`config.mk`:
```
export PLATFORM = sky130hd
export DESIGN_NAME = par_bus_wr
export DESIGN_NICKNAME = d
export VERILOG_FILES = /design/src/rtl/par_bus_pkg.sv /design/src/rtl/frame_timer.sv /design/src/rtl/par_bus_wr.sv
export SDC_FILE = /design/constraint.sdc
export NUM_CORES = 1
export LEC_CHECK = 0
export ABC_AREA = 1
export CAP_MARGIN = 40
export CORE_UTILIZATION = 49
export CTS_CLUSTER_SIZE = 28
export DETAILED_ROUTE_END_ITERATION = 8
export GPL_TIMING_DRIVEN = 0
export PLACE_DENSITY = 0.82
export SLEW_MARGIN = 5
export SYNTH_ARGS = -nofsm -noshare
export SYNTH_HDL_FRONTEND = slang
export SYNTH_SLANG_ARGS = --single-unit
```
`constraint.sdc`:
```
create_clock -name clk -period 2.55 [get_ports clk]
set_clock_uncertainty 0.1 [all_clocks]
set_input_delay 0.51 -clock clk [delete_from_list [all_inputs] [get_ports clk]]
set_output_delay 0.51 -clock clk [all_outputs]
set_load 0.05 [all_outputs]
```
`src/rtl/par_bus_pkg.sv`:
```
// Shared definitions for the parameter-bus writer: frame parser states and framing constants.
package par_bus_pkg;

    typedef enum logic [1:0] {
        IDLE,
        GET_A,
        GET_D,
        GET_C
    } state_t;

    localparam logic [7:0] HDR_DEFAULT = 8'hA5;
    localparam int         FRAME_LEN   = 4;

endpackage

```
`src/rtl/frame_timer.sv`:
```
// Inter-byte gap timer: reloads on clear, counts down while enabled, pulses expire for one
// cycle when LIMIT enabled cycles pass without a clear.
module frame_timer #(
    parameter int LIMIT = 10000
) (
    input  logic clk,
    input  logic rst,
    input  logic clear,
    input  logic enable,
    output logic expire
);

    localparam int            CW     = (LIMIT > 1) ? $clog2(LIMIT) : 1;
    localparam logic [CW-1:0] RELOAD = CW'(LIMIT - 1);

    logic [CW-1:0] cnt_q, cnt_d;

    // A clear in the limit cycle takes priority, so a late byte is never timed out.
    always_comb begin
        cnt_d  = cnt_q;
        expire = 1'b0;
        if (clear) begin
            cnt_d = RELOAD;
        end else if (enable) begin
            if (cnt_q == '0) begin
                expire = 1'b1;
                cnt_d  = RELOAD;
            end else begin
                cnt_d = cnt_q - 1'b1;
            end
        end
    end

    always_ff @(posedge clk or posedge rst) begin
        if (rst) begin
            cnt_q <= '0;
        end else begin
            cnt_q <= cnt_d;
        end
    end

endmodule

```
`src/rtl/par_bus_wr.sv`:
```
// Parameter-bus writer: parses HDR,A,D,C byte frames from the UART receiver and issues a
// one-cycle write strobe for valid frames, or a frame_err pulse for rejected/timed-out ones.
module par_bus_wr
    import par_bus_pkg::*;
#(
    parameter int         CLK_MHZ     = 100,
    parameter int         PAR_MAX_VAL = 255,
    parameter int         ADDR_MAX    = 4,
    parameter int         TIMEOUT_US  = 100,
    parameter logic [7:0] HDR         = HDR_DEFAULT,
    localparam int        PW          = $clog2(PAR_MAX_VAL + 1),
    localparam int        AW          = $clog2(ADDR_MAX + 1)
) (
    input  logic          clk,
    input  logic          rst,
    input  logic [7:0]    rx_data,
    input  logic          rx_valid,
    output logic [PW-1:0] pw_par,
    output logic [AW-1:0] addr,
    output logic          en,
    output logic          frame_err,
    output logic [7:0]    err_cnt,
    output logic          busy
);

    localparam logic [7:0] ADDR_MAX_B = 8'(ADDR_MAX);
    localparam logic [7:0] PAR_MAX_B  = 8'(PAR_MAX_VAL);

    state_t        state_q, state_d;
    logic [7:0]    a_q, a_d;
    logic [7:0]    d_q, d_d;
    logic [PW-1:0] pw_par_q, pw_par_d;
    logic [AW-1:0] addr_q, addr_d;
    logic          en_q, en_d;
    logic          frame_err_q, frame_err_d;
    logic [7:0]    err_cnt_q, err_cnt_d;
    logic [7:0]    sum;
    logic          reject;
    logic          timeout_expire;

    assign busy = (state_q != IDLE);

    frame_timer #(
        .LIMIT (CLK_MHZ * TIMEOUT_US)
    ) u_frame_timer (
        .clk    (clk),
        .rst    (rst),
        .clear  (rx_valid),
        .enable (busy),
        .expire (timeout_expire)
    );

    // Range check uses the full 8-bit A; truncation to the bus width happens only on write.
    always_comb begin
        state_d     = state_q;
        a_d         = a_q;
        d_d         = d_q;
        pw_par_d    = pw_par_q;
        addr_d      = addr_q;
        en_d        = 1'b0;
        frame_err_d = 1'b0;
        err_cnt_d   = err_cnt_q;
        reject      = 1'b0;
        sum         = a_q + d_q;

        case (state_q)
            IDLE: begin
                if (rx_valid && rx_data == HDR) state_d = GET_A;
            end
            GET_A: begin
                if (rx_valid) begin
                    a_d     = rx_data;
                    state_d = GET_D;
                end
            end
            GET_D: begin
                if (rx_valid) begin
                    d_d     = rx_data;
                    state_d = GET_C;
                end
            end
            GET_C: begin
                if (rx_valid) begin
                    state_d = IDLE;
                    if (rx_data == sum && a_q <= ADDR_MAX_B) begin
                        en_d     = 1'b1;
                        addr_d   = a_q[AW-1:0];
                        pw_par_d = (d_q > PAR_MAX_B) ? PAR_MAX_B[PW-1:0] : d_q[PW-1:0];
                    end else begin
                        reject = 1'b1;
                    end
                end
            end
            default: state_d = IDLE;
        endcase

        // Expiry is only possible in a non-IDLE cycle without rx_valid.
        if (timeout_expire) begin
            state_d = IDLE;
            reject  = 1'b1;
        end

        if (reject) begin
            frame_err_d = 1'b1;
            if (err_cnt_q != 8'hFF) err_cnt_d = err_cnt_q + 8'd1;
        end
    end

    always_ff @(posedge clk or posedge rst) begin
        if (rst) begin
            state_q     <= IDLE;
            a_q         <= '0;
            d_q         <= '0;
            pw_par_q    <= '0;
            addr_q      <= '0;
            en_q        <= 1'b0;
            frame_err_q <= 1'b0;
            err_cnt_q   <= '0;
        end else begin
            state_q     <= state_d;
            a_q         <= a_d;
            d_q         <= d_d;
            pw_par_q    <= pw_par_d;
            addr_q      <= addr_d;
            en_q        <= en_d;
            frame_err_q <= frame_err_d;
            err_cnt_q   <= err_cnt_d;
        end
    end

    assign pw_par    = pw_par_q;
    assign addr      = addr_q;
    assign en        = en_q;
    assign frame_err = frame_err_q;
    assign err_cnt   = err_cnt_q;

endmodule

```
After elaboration in Yosys (flattened, before gate mapping). Index checks and enable logic that the tools add are counted. Widths: inputs -> output; s select.

Add/sub/neg operators: 3. Reduce and logical (&&, ||, !) cells: 11. Order comparisons: 2. Multiplexer cells: 21. Equality and inequality tests: 10.

Operator list (count): $mux 14 (3); $logic_not 14->1 (1); $sub 14x1->14 const B (1); $ne 3x3->1 const B (4); $mux 1 (11); $mux 2 (5); $add 8x1->8 const B (1); $add 8x8->8 (1); $eq 8x8->1 (1); $eq 8x8->1 const B (1); $gt 8x8->1 const B (1); $le 8x3->1 const B (1); $mux 8 (1); $ne 8x8->1 const B (1); $pmux 2 s4 (1); $reduce_and 2->1 (3); $eq 2x2->1 const B (2); $reduce_and 4->1 (1); $reduce_bool 2->1 (2); $reduce_and 3->1 (1); $eq 2x1->1 const B (1); $logic_and 1x1->1 (2); $logic_not 2->1 (1).

Word-level logic and storage cells: 56. Input bits: 11. Register bits after elaboration: 53. Output and inout port bits: 22.

Depth between registers and ports, before layout. Gate-level depths: netlist of the first run.

Depth after elaboration: 8. Mapped depth: 17. Gate-level depth less buffers: 16.

Hierarchy. From an unflattened synthesis of the first run, not the netlist that was laid out.

Cells, all modules: 418. Area total of the unflattened synthesis: 3116.7 µm².

By module, submodules not included: par_bus_wr (area each 2197.1 µm², times used 1, cells an instance 289); frame_timer (area each 919.6 µm², times used 1, cells an instance 129).

Worst setup path after synthesis of the first run. No wires, ideal clock.

Path kind: register to register. Start point: register a_q[0]. End point: register addr_q[0], in the netlist addr[0]. Setup time: 0.118 ns. Cell stages (with the launch flop): 15. Data arrival time: 1.988 ns. Slack: 0.345 ns. Path buffers: 1. Path through: dfrtp_1 -> ha_1 -> fa_1 -> nand2_1 -> nand2_1 -> nand3_1 -> nor2_1 -> nand2_1 -> nor2_1 -> nand3_2 -> inv_2 -> nand2_4 -> buf_4 -> nand2_1 -> nand2_1.

Longest elaborated chain between the ends: 4. Elaborated cells between the ends (all ways): 5. Classes of those cells: add/sub: 1; order compare: 1; eq/ne: 1; reduce/logical: 2.

Ends and longest elaborated chain: start, declared (RTL line par_bus_wr.sv:30) `logic [7:0] a_q, a_d;`; start signal, assigned (RTL line par_bus_wr.sv:112) `a_q <= '0;`; start signal, assigned (RTL line par_bus_wr.sv:121) `a_q <= a_d;`; $add 8x8->8 (RTL line par_bus_wr.sv:64) `sum = a_q + d_q;`; $eq 8x8->1 (RTL line par_bus_wr.sv:85) `if (rx_data == sum && a_q <= ADDR_MAX_B) begin`; $logic_and 1x1->1 (RTL line par_bus_wr.sv:85); $reduce_and 3->1 (no line); end signal, assigned (RTL line par_bus_wr.sv:124) `addr_q <= addr_d;`; end, declared (RTL line par_bus_wr.sv:33) `logic [AW-1:0] addr_q, addr_d;`.

Several ways; a longest one is shown, not always the timed one. A chain may end at the register's enable or synchronous reset.

Worst setup path in the final report of the first run.
Start point: register state_q[0]. End point: output busy.

Longest elaborated chain between the ends: 1.

Ends and longest elaborated chain: start, declared (RTL line par_bus_wr.sv:29) `state_t state_q, state_d;`; start signal, assigned (RTL line par_bus_wr.sv:120) `state_q <= state_d;`; $reduce_bool 2->1 (RTL line par_bus_wr.sv:41) `assign busy = (state_q != IDLE);`; end, declared (RTL line par_bus_wr.sv:23) `output logic busy`.

No other way between the ends.

==> results.ini, run 1 <==
[sta]
finalHoldViolCount = 0
finalWorstSetupSlack_ns = 0.1043
whs_ns = 0.3871
min_period_ns = 2.446
setup_tns_ns = 0
tightest_slew_ns = 0.5039
setup_viol = 0
slew_viol_final = 0
min_period_over_period_pct = 95.91
relSlewSlack_pct = 66.36
max_freq_mhz = 408.9

[route]
wl_per_cell_um = 12.59
drc_errors = 0
detail-route-antenna-nets = 0
via_per_inst = 5.157
wl_um = 6331
vias = 2594
drt-initial-drc-count = 163
firstDrtPassIters = 4

[clocking]
numCtsBuffers = 5
cts_sinks = 53
cts_tree = done
ctsHoldBuffers = 0
cts_max_level = 2
clkLatencyLatePin_ns = 0.31
clk_pin_slew_ns = 0.09
clk_path_buf_depth = 2
cts-root-buf = clkbuf_8

[synthesis]
synth-edff-count = 0
synth_top_family_by_area = simple AND/OR/NAND/NOR gates
synth_top_cells_by_count = nand2_1, dfrtp_1, inv_1, nand3_1, o21ai_0
synth_adder_area_share_pct = 6.412
avgSynthCellArea_um2 = 7.907
synth_simple_gate_area_share_pct = 31.61
synth_xor_area_share_pct = 3.165
synth.most_common_cell = nand2_1
netlist_area_um2 = 3044
postSynthCellCount = 385
yosysWarnings = 0
ys_ff_latch = 53
ys_seq_area_share_pct = 43.57
synth.area.mux_share_pct = 0
synth_ff_type = dfrtp_1
synth-async-reset-ratio_pct = 100.0
synthDistinctLibCells = 33
synth_compound_area_share_pct = 6.987
netlist_top_cells_area = dfrtp_1, nand2_1, inv_1
syn-num-nets = 411
synth_top_area_share_pct = 43.57
synth_top_area_cell = dfrtp_1

[power_and_ir_drop]
power_mw = 3.191
power_density_nw_per_um2 = 887.8
ir_drop_mv = 0.5437
p_leak_nw = 1.812

[worst_setup_path]
path_class = reg -> out
r2r_start = a_q[0]
critPathArrivalTime_ns = 1.84
r2r-end = addr[2]
critPathMaxFanout = 6
r2r_setup_slack_ns = 0.14
crit_required_ns = 1.94
r2r_cells = 15
cp-end-kind = output port
critPathLaunchType = flop

[grt]
grt_pass1_wl_um = 10760
grt_max_degree = 32
antenna_found_initial = 0
grt_pass1_vias = 2507
grt-ovfl-total = 0
grt_usage_pct = 21.31

[hold_path]
hold-path-endpoint = addr[1]
min_from = addr[1]
min_path_type = reg -> reg
hold_depth = 2

[floorplanning]
io_pins = 33
die-area_um2 = 6532
core_area_um2 = 5956
rows = 28
start_util_pct = 51.11
chipHeight_um = 80.82
die_w_um = 80.82

[final_layout]
antenna_cells = 0
instances_no_fill = 503
final_layout_size_suffix_gt1_share_pct = 11.92
layout.nets = 454
nFillCells = 521
syn2layout_area_growth_pct = 18.08

[place]
post-place-ws_ns = 0.04631
placed_cells = 493
port_buffers = 32
hpwlAfterDp_um = 4821
gp_congestion = 0.8244

[flow_run]
cap_violations = 0

[run_status]
status = finished clean

## state kept, by name (all words and copies together) (netlist names)
register	count
a_q	8
addr	3
d_q	8
en	1
err_cnt	8
frame_err	1
pw_par	8
state_q	2
u_frame_timer.cnt_q	14
## critical path: stages, from the launching register on
cell and delay [ns]:
dfrtp_1 0.40, inv_1 0.10, ha_1 0.30, inv_1 0.17
dlygate4sd2_1 0.55
## kinds of logic after synthesis
logic type | Yosys count
simple gates | 207
buf+inv | 61
flops | 53
compound gates | 38
fa+ha+maj | 15
xor+xnor | 11
## how the worst max path moves through the flow
stage,end,start,cells after the start,slack [ns]
after floorplan,addr[0],a_q[0],14,0.34
after global placement,state_q[1],rst,2,-0.33
after detailed placement,addr[0],a_q[0],15,0.05
after CTS,addr[2],a_q[0],15,0.03
after global routing,addr[2],a_q[0],15,-0.003
final,busy,state_q[0],4,0.10
## layer usage
layer  wire (um)  part of all wire, %  GRT usage, %
met5           0                    0             0
met4         138                  2.2         7.500
met3         180                  2.8         3.820
met2        3209                   51         38.99
met1        2802                   44         24.77
## stage by stage
step                      util, %  instance area, um2
after floorplan                 -                3044
after global placement      58.07                3458
after detailed placement    58.40                3478
after CTS                   59.89                3567
after global routing        60.36                3595
final                       60.36                3595
## power by group
group / total [mW] / leakage (nW) / internal (mW) / switching [mW]
Combinational: 1.48 / 1.10 / 0.552 / 0.924
Sequential: 1.22 / 0.671 / 1.02 / 0.202
Clock: 0.493 / 0.0433 / 0.215 / 0.278
Total: 3.19 / 1.81 / 1.79 / 1.40
## timing repair
action                                  CTS  global route
resized for setup                         1             2
endpoints found under the setup margin    1            18
setup buffers                             0             3
## placed cells by master, fill, tap and decap left out, types with 3 or more instances in the layout
cell type / netlist / layout
nand4_1: 3 / 3
buf_4: 1 / 4
nor2_1: 15 / 14
nor2_4: 3 / 3
clkbuf_8: 0 / 6
nor3_1: 9 / 9
nand2_4: 3 / 3
nand3_1: 32 / 32
dfrtp_1: 53 / 53
inv_1: 50 / 49
clkdlybuf4s50_1: 0 / 31
ha_1: 14 / 13
nand2_2: 14 / 14
inv_2: 5 / 6
nand2_1: 119 / 119
a21oi_1: 5 / 5
xnor2_1: 5 / 5
nor2_2: 2 / 3
xor2_1: 6 / 6
o21ai_0: 26 / 26
## cell type report
cell class	count	area, um2	share of cell area, %
multi-input combinational	271	1471	40.93
inverter	57	216.5	6.022
clock buffer	6	82.58	2.297
tap	75	93.84	2.611
clock inverter	1	7.507	0.2088
buffer	4	35.03	0.9746
timing repair buffer	36	361.6	10.06
sequential	53	1326	36.90
(Power assumes the default switching activity.)
==> run 2, diff against run 1 <==
--- a/config.mk
+++ b/config.mk
@@ -7,11 +7,14 @@
 export LEC_CHECK = 0
 export ABC_AREA = 1
 export CAP_MARGIN = 40
-export CORE_UTILIZATION = 49
+export CELL_PAD_IN_SITES_DETAIL_PLACEMENT = 1
+export CELL_PAD_IN_SITES_GLOBAL_PLACEMENT = 2
+export CORE_UTILIZATION = 33
 export CTS_CLUSTER_SIZE = 28
 export DETAILED_ROUTE_END_ITERATION = 8
 export GPL_TIMING_DRIVEN = 0
-export PLACE_DENSITY = 0.82
+export PLACE_DENSITY = 0.9
+export REMOVE_ABC_BUFFERS = 1
 export SLEW_MARGIN = 5
 export SYNTH_ARGS = -nofsm -noshare
 export SYNTH_HDL_FRONTEND = slang
==> run 2 against run 1 <==
The flow now finishes with violations (design-rule violations). Setup slack gained 0.019 ns. Die area grew 47%. Final cell count grew 6.0%. Critical endpoint unchanged. Utilization shrank 19 points.
==> results.ini, run 2 (synthesis results as in run 1) <==
[run_status]
status = finished with violations
violations = design-rule violations

[route]
drt-initial-drc-count = 52  ; -68%
vias = 2587  ; -0.27%
detail-route-antenna-nets = 0  ; unchanged
firstDrtPassIters = 8  ; +4
wl_per_cell_um = 13.66  ; +8.5%
wl_um = 7280  ; +15%
via_per_inst = 4.854  ; -5.9%
drc_errors = 5  ; +5

[sta]
slew_viol_final = 0  ; unchanged
tightest_slew_ns = 0.5436  ; +0.03968 ns
min_period_over_period_pct = 95.16  ; -0.75 points
setup_tns_ns = 0  ; unchanged
max_freq_mhz = 412.1  ; +0.79%
setup_viol = 0  ; unchanged
finalHoldViolCount = 0  ; unchanged
min_period_ns = 2.427  ; -0.01917 ns
relSlewSlack_pct = 63.71  ; -2.6 points

[worst_setup_path]
critPathMaxFanout = 6  ; unchanged
r2r_cells = 16  ; +1
r2r_setup_slack_ns = 0.18  ; +0.04 ns
crit_top_cell = inv_1
crit_family = buffers and inverters
path_cells = inv_1, ha_1, inv_1, dlygate4sd2_1
path_class = reg -> out
max_stage_delay_ns = 0.55  ; about the same
critPathLaunchType = flop
r2r-end = pw_par[5]
r2r_start = a_q[0]
critPathArrivalTime_ns = 1.82  ; -0.02 ns
cp-end-kind = output port
crit_required_ns = 1.94  ; about the same
worst_path_max_delay_cell = dlygate4sd2_1
path_buf_inv = 3  ; unchanged

[grt]
grt_max_degree = 31  ; -3.1%
grt_pass1_wl_um = 12660  ; +18%
grt-ovfl-total = 0  ; unchanged
antenna_found_initial = 0  ; unchanged
grt_usage_pct = 16.53  ; -4.8 points
grt_pass1_vias = 2692  ; +7.4%

[place]
hpwlAfterDp_um = 5586  ; +16%
placed_area_um2 = 3485  ; +0.18%
port_buffers = 32  ; unchanged
gp_congestion = 0.7514  ; -8.9%
placed_cells = 522  ; +5.9%

[clocking]
clkLatencyLatePin_ns = 0.32  ; about the same
cts_max_level = 2  ; unchanged
clk_path_buf_depth = 2  ; unchanged
numCtsBuffers = 5  ; unchanged
cts-root-buf = clkbuf_8
cts_sinks = 53  ; unchanged
ctsHoldBuffers = 0  ; unchanged
clk_pin_slew_ns = 0.10  ; about the same
cts_tree = done

[floorplanning]
io_pins = 33  ; unchanged
die-area_um2 = 9613  ; +47%
start_util_pct = 34.57  ; -17 points
rows = 34  ; +21%
core_area_um2 = 8806  ; +48%
chipHeight_um = 98.05  ; +21%
die_w_um = 98.05  ; +21%

[hold_path]
min_path_type = reg -> reg
hold-path-endpoint = pw_par[2]
min_from = pw_par[2]
hold_depth = 2  ; unchanged

[power_and_ir_drop]
p_leak_nw = 1.805  ; -0.43%
power_mw = 3.214  ; +0.70%
power_density_nw_per_um2 = 888.7  ; +0.11%
ir_drop_mv = 0.5273  ; -3.0%

[flow_run]
cap_violations = 0  ; unchanged

[final_layout]
final_cell_mix = nand2_1, dfrtp_1, inv_1, nand3_1, clkdlybuf4s50_1
top_register = u_frame_timer.cnt_q
fin_util_pct = 41.06  ; -19 points
layout_commonest_cell = nand2_1
layout.nets = 450  ; -0.88%
instances_no_fill = 533  ; +6.0%
final_area_um2 = 3616  ; +0.59%
syn2layout_area_growth_pct = 18.78
largest_reg_flops = 14  ; unchanged
antenna_cells = 0  ; unchanged
final_layout_size_suffix_gt1_share_pct = 11.53  ; -0.39 points

[run 2: cell count changes in the layout (fill, tap and decap cells not counted), sizes merged]
cell,previous run,this run
buf,6,4
clkinv,1,3
clkbuf,8,6
clkinvlp,1,0
[run 2: how the worst max path moves through the flow]
stage | startpoint | endpoint | slack, ns | depth (start not counted)
final | state_q[0] | busy | 0.12 | 4
after global routing | a_q[0] | err_cnt[6] | -0.009 | 15
after CTS | a_q[0] | pw_par[0] | 0.06 | 15
after detailed placement | a_q[0] | pw_par[0] | 0.08 | 15
after global placement | rst | u_frame_timer.cnt_q[11] | -0.50 | 2
after floorplan | a_q[0] | pw_par[0] | 0.38 | 14
[run 2: final cells by class]
type / instances / area (um2)
Fill cell: 1087 / 5190
Multi-Input combinational cell: 271 / 1480
Sequential cell: 53 / 1326
Timing Repair Buffer: 36 / 361.6
Inverter: 57 / 226.5
Tap cell: 108 / 135.1
Clock buffer: 6 / 72.57
Clock inverter: 2 / 13.76
[run 2: timing repair]
action | CTS | global route
hold endpoints to repair | 0 | 0
buffers inserted | 0 | 3
resized for setup | 1 | 6
setup endpoints to repair | 1 | 20
[run 2: where the power goes]
group / leakage, nW / internal, mW / switching, mW
Clock: 0.0456 / 0.197 / 0.308
Sequential: 0.671 / 1.02 / 0.200
Combinational: 1.09 / 0.551 / 0.938
[run 2: stage by stage]
stage	hold slack, ns	setup slack [ns]
floorplan	0.3647	0.3814
global placement	0.3617	-0.4966
detailed placement	0.3642	0.08348
CTS	0.3915	0.05588
global route	0.4135	-0.008505
finish	0.3841	0.1235
[run 2: worst min-delay path, cell delays in order (launching register included)]
cell	delay (ns)
dfrtp_1	0.35
nand2_1	0.05
nand2_1	0.05
[run 2: layer usage]
| layer | up-vias | GRT usage, % | wire length (um) |
|---|---|---|---|
| met4 | 0 | 5.128 | 102 |
| met5 | - | 0 | 0 |
| met3 | 10 | 2.649 | 167 |
| met1 | 1257 | 19.66 | 3282 |
| li1 | 1293 | - | - |
| met2 | 27 | 30.34 | 3727 |
